===== config.mk =====
export PLATFORM = sky130hd
export DESIGN_NAME = alu_pipe
export DESIGN_NICKNAME = d
export VERILOG_FILES = /design/src/rtl/alu_pkg.sv /design/src/rtl/alu_core.sv /design/src/rtl/alu_pipe.sv
export SDC_FILE = /design/constraint.sdc
export NUM_CORES = 1
export LEC_CHECK = 0
export ABC_AREA = 1
export CORE_ASPECT_RATIO = 1.5
export CORE_MARGIN = 2
export CORE_UTILIZATION = 40
export CTS_CLUSTER_DIAMETER = 200
export CTS_CLUSTER_SIZE = 25
export DETAILED_ROUTE_END_ITERATION = 16
export DONT_BUFFER_PORTS = 1
export PLACE_DENSITY = 0.51
export SYNTH_ARGS = -nofsm -noshare
export SYNTH_HDL_FRONTEND = slang
export SYNTH_HIERARCHICAL = 1
export SYNTH_SLANG_ARGS = --single-unit

===== constraint.sdc =====
create_clock -name clk -period 2.8 [get_ports clk]
set_input_delay 0.14 -clock clk [delete_from_list [all_inputs] [get_ports clk]]
set_output_delay 0.14 -clock clk [all_outputs]
set_load 0.1 [all_outputs]

===== src/rtl/alu_pkg.sv =====
// ALU pipeline shared types.
// Op encoding, flag bundle and flag bit positions.
package alu_pkg;

  typedef enum logic [2:0] {
    OP_ADD = 3'd0,
    OP_SUB = 3'd1,
    OP_AND = 3'd2,
    OP_OR  = 3'd3,
    OP_XOR = 3'd4,
    OP_SHL = 3'd5,
    OP_SHR = 3'd6,
    OP_SRA = 3'd7
  } alu_op_t;

  typedef struct packed {
    logic carry;
    logic overflow;
    logic negative;
    logic zero;
  } alu_flags_t;

  localparam int FLAG_ZERO = 0;
  localparam int FLAG_NEG  = 1;
  localparam int FLAG_OVF  = 2;
  localparam int FLAG_CARRY = 3;

endpackage


===== src/rtl/alu_core.sv =====
// Combinational ALU evaluation.
// Result and {carry, overflow, negative, zero}.
module alu_core
  import alu_pkg::*;
#(
  parameter int WIDTH = 8
) (
  input  logic [WIDTH-1:0] a,
  input  logic [WIDTH-1:0] b,
  input  alu_op_t          op,
  output logic [WIDTH-1:0] result,
  output alu_flags_t       flags
);

  localparam int SW = $clog2(WIDTH);

  logic [SW-1:0]  w_amt;
  logic [WIDTH:0] w_add;
  logic [WIDTH:0] w_sub;
  logic [WIDTH:0] w_shl;
  logic [WIDTH:0] w_shr;
  logic [WIDTH:0] w_sra;
  logic           w_carry;
  logic           w_ovf;

  assign w_amt = b[SW-1:0];
  assign w_add = {1'b0, a} + {1'b0, b};
  assign w_sub = {1'b0, a} - {1'b0, b};
  // Extra bit beside the operand catches the last bit shifted out
  assign w_shl = {1'b0, a} << w_amt;
  assign w_shr = {a, 1'b0} >> w_amt;
  assign w_sra = $signed({a, 1'b0}) >>> w_amt;

  always_comb begin
    result  = '0;
    w_carry = 1'b0;
    w_ovf   = 1'b0;
    unique case (op)
      OP_ADD: begin
        result  = w_add[WIDTH-1:0];
        w_carry = w_add[WIDTH];
        w_ovf   = (a[WIDTH-1] == b[WIDTH-1]) &&
                  (w_add[WIDTH-1] != a[WIDTH-1]);
      end
      OP_SUB: begin
        result  = w_sub[WIDTH-1:0];
        w_carry = w_sub[WIDTH];
        w_ovf   = (a[WIDTH-1] != b[WIDTH-1]) &&
                  (w_sub[WIDTH-1] != a[WIDTH-1]);
      end
      OP_AND: result = a & b;
      OP_OR:  result = a | b;
      OP_XOR: result = a ^ b;
      OP_SHL: begin
        result  = w_shl[WIDTH-1:0];
        w_carry = w_shl[WIDTH];
      end
      OP_SHR: begin
        result  = w_shr[WIDTH:1];
        w_carry = w_shr[0];
      end
      OP_SRA: begin
        result  = w_sra[WIDTH:1];
        w_carry = w_sra[0];
      end
      default: result = '0;
    endcase
  end

  always_comb begin
    flags          = '0;
    flags.carry    = w_carry;
    flags.overflow = w_ovf;
    flags.negative = result[WIDTH-1];
    flags.zero     = (result == '0);
  end

endmodule


===== src/rtl/alu_pipe.sv =====
// Two-stage ALU pipeline with valid/ready handshake.
// S1 holds operands, S2 holds result and flags.
module alu_pipe
  import alu_pkg::*;
#(
  parameter int WIDTH = 8
) (
  input  logic             clk,
  input  logic             rst,
  input  logic             in_valid,
  output logic             in_ready,
  input  alu_op_t          in_op,
  input  logic [WIDTH-1:0] in_a,
  input  logic [WIDTH-1:0] in_b,
  output logic             out_valid,
  input  logic             out_ready,
  output logic [WIDTH-1:0] out_result,
  output alu_flags_t       out_flags
);

  logic             r_s1_valid;
  alu_op_t          r_s1_op;
  logic [WIDTH-1:0] r_s1_a;
  logic [WIDTH-1:0] r_s1_b;
  logic             r_s2_valid;
  logic [WIDTH-1:0] r_s2_result;
  alu_flags_t       r_s2_flags;

  logic             w_s2_adv;
  logic             w_s1_adv;
  logic [WIDTH-1:0] w_result;
  alu_flags_t       w_flags;

  assign w_s2_adv = !r_s2_valid || out_ready;
  assign w_s1_adv = !r_s1_valid || w_s2_adv;
  assign in_ready = !rst && w_s1_adv;

  alu_core #(
    .WIDTH(WIDTH)
  ) u_core (
    .a      (r_s1_a),
    .b      (r_s1_b),
    .op     (r_s1_op),
    .result (w_result),
    .flags  (w_flags)
  );

  always_ff @(posedge clk or posedge rst) begin
    if (rst) begin
      r_s1_valid <= 1'b0;
      r_s1_op    <= OP_ADD;
      r_s1_a     <= '0;
      r_s1_b     <= '0;
    end else if (w_s1_adv) begin
      r_s1_valid <= in_valid;
      if (in_valid) begin
        r_s1_op <= in_op;
        r_s1_a  <= in_a;
        r_s1_b  <= in_b;
      end
    end
  end

  always_ff @(posedge clk or posedge rst) begin
    if (rst) begin
      r_s2_valid  <= 1'b0;
      r_s2_result <= '0;
      r_s2_flags  <= '0;
    end else if (w_s2_adv) begin
      r_s2_valid <= r_s1_valid;
      if (r_s1_valid) begin
        r_s2_result <= w_result;
        r_s2_flags  <= w_flags;
      end
    end
  end

  assign out_valid  = r_s2_valid;
  assign out_result = r_s2_result;
  assign out_flags  = r_s2_flags;

endmodule

==> results.toml <==
[synthesis]
synth-simple-area-share = 0.448
synth_area_per_cell_um2 = 6.48
synth.distinct_cells = 35
synth_edf_count = 0
yosys_warnings = 6
synth_area_leaders = "dfrtp_1 25%, nand2_1 19%, nand3_1 14%"
synth_top_family_by_area = "simple AND/OR/NAND/NOR gates"
muxShareOfSynthArea = 0
ys_seq_area_frac = 0.249
synth_fp_nets = 562
synth_top_cell_by_area = "dfrtp_1"
synth_compound_area_frac = 0.0664
netlist_area_um2 = 3320
ys_ff_latch = 33
synth_top_area_share = 0.249
ys.flop_type = "dfrtp_1"
synthCells = 512
synthXorXnorAreaFrac = 0.0106
synth_fa_ha_area_frac = 0.106
async_reset_ff_frac = 1.00

[final_layout]
layout_common_cells = "171 x nand2_1, 90 x nand3_1, 45 x nor2_1, 39 x inv_1, 33 x dfrtp_1"
utilization = 0.452
stdcell_count = 623
diodes = 0
layout-drive-gt1-share = 0.0830
syn_to_final_growth_pct = 9.09
final_common_cell = "nand2_1"
nets = 568
fillerInstances = 912

[sta]
slew_violations = 0
post-route-period-util = 0.851
fin_tns_setup_ns = 0
slew_headroom = 0.387
max_slew.worst_pin.slew_ns = 0.920
period_minus_slack_ns = 2.38
skew_ns = 0.00396
fmax_mhz = 420
rsz0062_at_grt = "false"
hold_viol_final = 0
final-setup-viol-count = 0

[clocking]
cts_root_buf = "clkbuf_16"
clock-sinks = 33
cts.htree.levels = 2
clk_path_buf_depth = 2
clk_pin_slew_ns = 0.05
cts_tree = "built"
insertion_delay_ns = 0.28
cts_buffers = 5

[routing]
drc = 0
dr_wl_met3_um = 419
drt-met1-wl_um = 3940
vias = 3338
top_layer_used = "met4"
postRouteAntennaNets = 0
dr.pass1.iters = 5
wl_met2_um = 4980
wl_per_cell_um = 15.7
via_per_inst = 5.36
drtIter0Drc = 228
drt-total-wl_um = 9760

[worst_setup_path]
crit_fanout = 22
worst_ep_required_time_ns = 3.01
arrival_ns = 2.60
cp-start-kind = "register"
cp-end-kind = "register"
critPathKind = "reg -> reg"

[placed_design]
portBuffers = 0
place_inst = 603
detailed_place_hpwl_um = 7790
gp_congestion = 0.930

[global_routing]
grt_pass1_vias = 3232
grt_max_degree = 35
track_usage = 0.226
grt_overflow = 0
grt_pass1_wl_um = 15900
antenna_found_initial = 0

[floorplanning]
die_w_um = 78.4
start_util = 0.414
core-area_um2 = 8010
io_pins = 37
die_area_um2 = 9050
die_h_um = 116
rows = 40

[run_status]
outcome = "finished, final reports clean"

[power]
p_seq_frac = 0.399
netSwitchingFraction = 0.553
pwr-share-comb = 0.416
totalPowerFinal_mw = 2.99
power_density_nw_per_um2 = 825
intPower_mw = 1.33
ir_drop_mv = 0.466
power.leakage_nw = 1.93
p_clk_frac = 0.185
p_sw_mw = 1.65

[worst_hold_path]
hp-class = "in -> reg"

[run]
cap_violations = 0
-- what timing repair did --
| item | in CTS | in global routing |
|---|---|---|
| hold endpoints to repair | 42 | 0 |
| setup buffers | 0 | 0 |
| resized for setup | 0 | 0 |
| hold buffers | 13 | 0 |
-- layout make-up --
cell class,count,area (um2),share of cell area
Inverter,47,186,0.0515
Clock buffer,6,139,0.0384
Sequential cell,33,826,0.228
Multi-Input combinational cell,404,2090,0.578
Timing Repair Buffer,27,235,0.0650
Tap cell,105,131,0.0363
Clock inverter,1,7.51,0.00207
-- flip-flops by register name, summed over array words and instances (netlist names) --
signal,flops
out_valid,1
r_s1_valid,1
r_s1_b,8
r_s1_op,3
out_flags,4
r_s1_a,8
out_result,8
-- path summary, 6_finish.rpt --
kind / from / end / slack (ns) / cells past startpoint
max: r_s1_b[1]$_DFFE_PP0P_ / out_flags[0]$_DFFE_PP0P_ / 0.42 / 13
max reg2reg: r_s1_b[1]$_DFFE_PP0P_ / out_flags[0]$_DFFE_PP0P_ / 0.42 / 13
max in group asynchronous: rst / out_result[5]$_DFFE_PP0P_ / 2.08 / 3
min: in_a[7] / r_s1_a[7]$_DFFE_PP0P_ / 0.004 / 2
min in group asynchronous: rst / r_s1_b[6]$_DFFE_PP0P_ / 0.41 / 3
min reg2reg: out_flags[2]$_DFFE_PP0P_ / out_flags[2]$_DFFE_PP0P_ / 0.47 / 2
-- per-stage QoR --
stage	hold WS, ns	worst slack (ns)	cell area [um2]
2_1_floorplan	0.277	0.608	3320
3_3_place_gp	0.152	0.430	3340
3_5_place_dp	0.162	0.429	3340
4_1_cts	0.000460	0.418	3620
5_1_grt	0.00481	0.171	3620
6_report	0.00368	0.418	3620
-- worst max-delay path: stages, from the launching register on --
cell and delay [ns]:
dfrtp_1 0.45, inv_2 0.33, ha_1 0.33, o21ai_0 0.19, o21ai_1 0.09, nor2_1 0.14
nand2_1 0.10, nor2_2 0.13, nand2_1 0.06, a21oi_1 0.15, nand2_1 0.09, nor2_1 0.10
nand3_1 0.07, nand2_1 0.09
-- cells in the mapped netlist, types with 2 or more instances --
cell type  count
fa_1           2
dfrtp_1       33
nand4_1       13
buf_6          7
a21oi_1       14
nand3_2        6
o21ai_1        2
o21ai_0       10
buf_2         10
nand2_1      171
nand2_2        2
buf_4         11
nor2_2         2
o211ai_1       4
xor2_1         3
inv_1         39
nand3_1       90
ha_1          25
inv_2          5
o22ai_1        3
nor2_1        45
inv_4          2
-- logic make-up (layout without fill, tap and decap cells) --
logic type,Yosys count,in the layout
simple gates,335,335
buf+inv,75,81
compound gates,38,38
flops,33,33
fa+ha+maj,27,27
xor+xnor,4,4
-- power groups by stage --
stage          Combinational (mW)  Sequential, mW  Clock (mW)
6_report                     1.24            1.19       0.551
5_1_grt                      1.41            1.21       0.582
4_1_cts                      1.24            1.20       0.571
3_5_place_dp                 1.22            1.21           0
3_3_place_gp                 1.23            1.20           0
2_1_floorplan               0.923            1.26           0
-- metal layers --
metal	up-vias	global-route usage
li1	1672	-
met1	1525	0.256
met2	116	0.407
met3	25	0.0304
met4	0	0.126
met5	-	0
(Power assumes the default switching activity.)
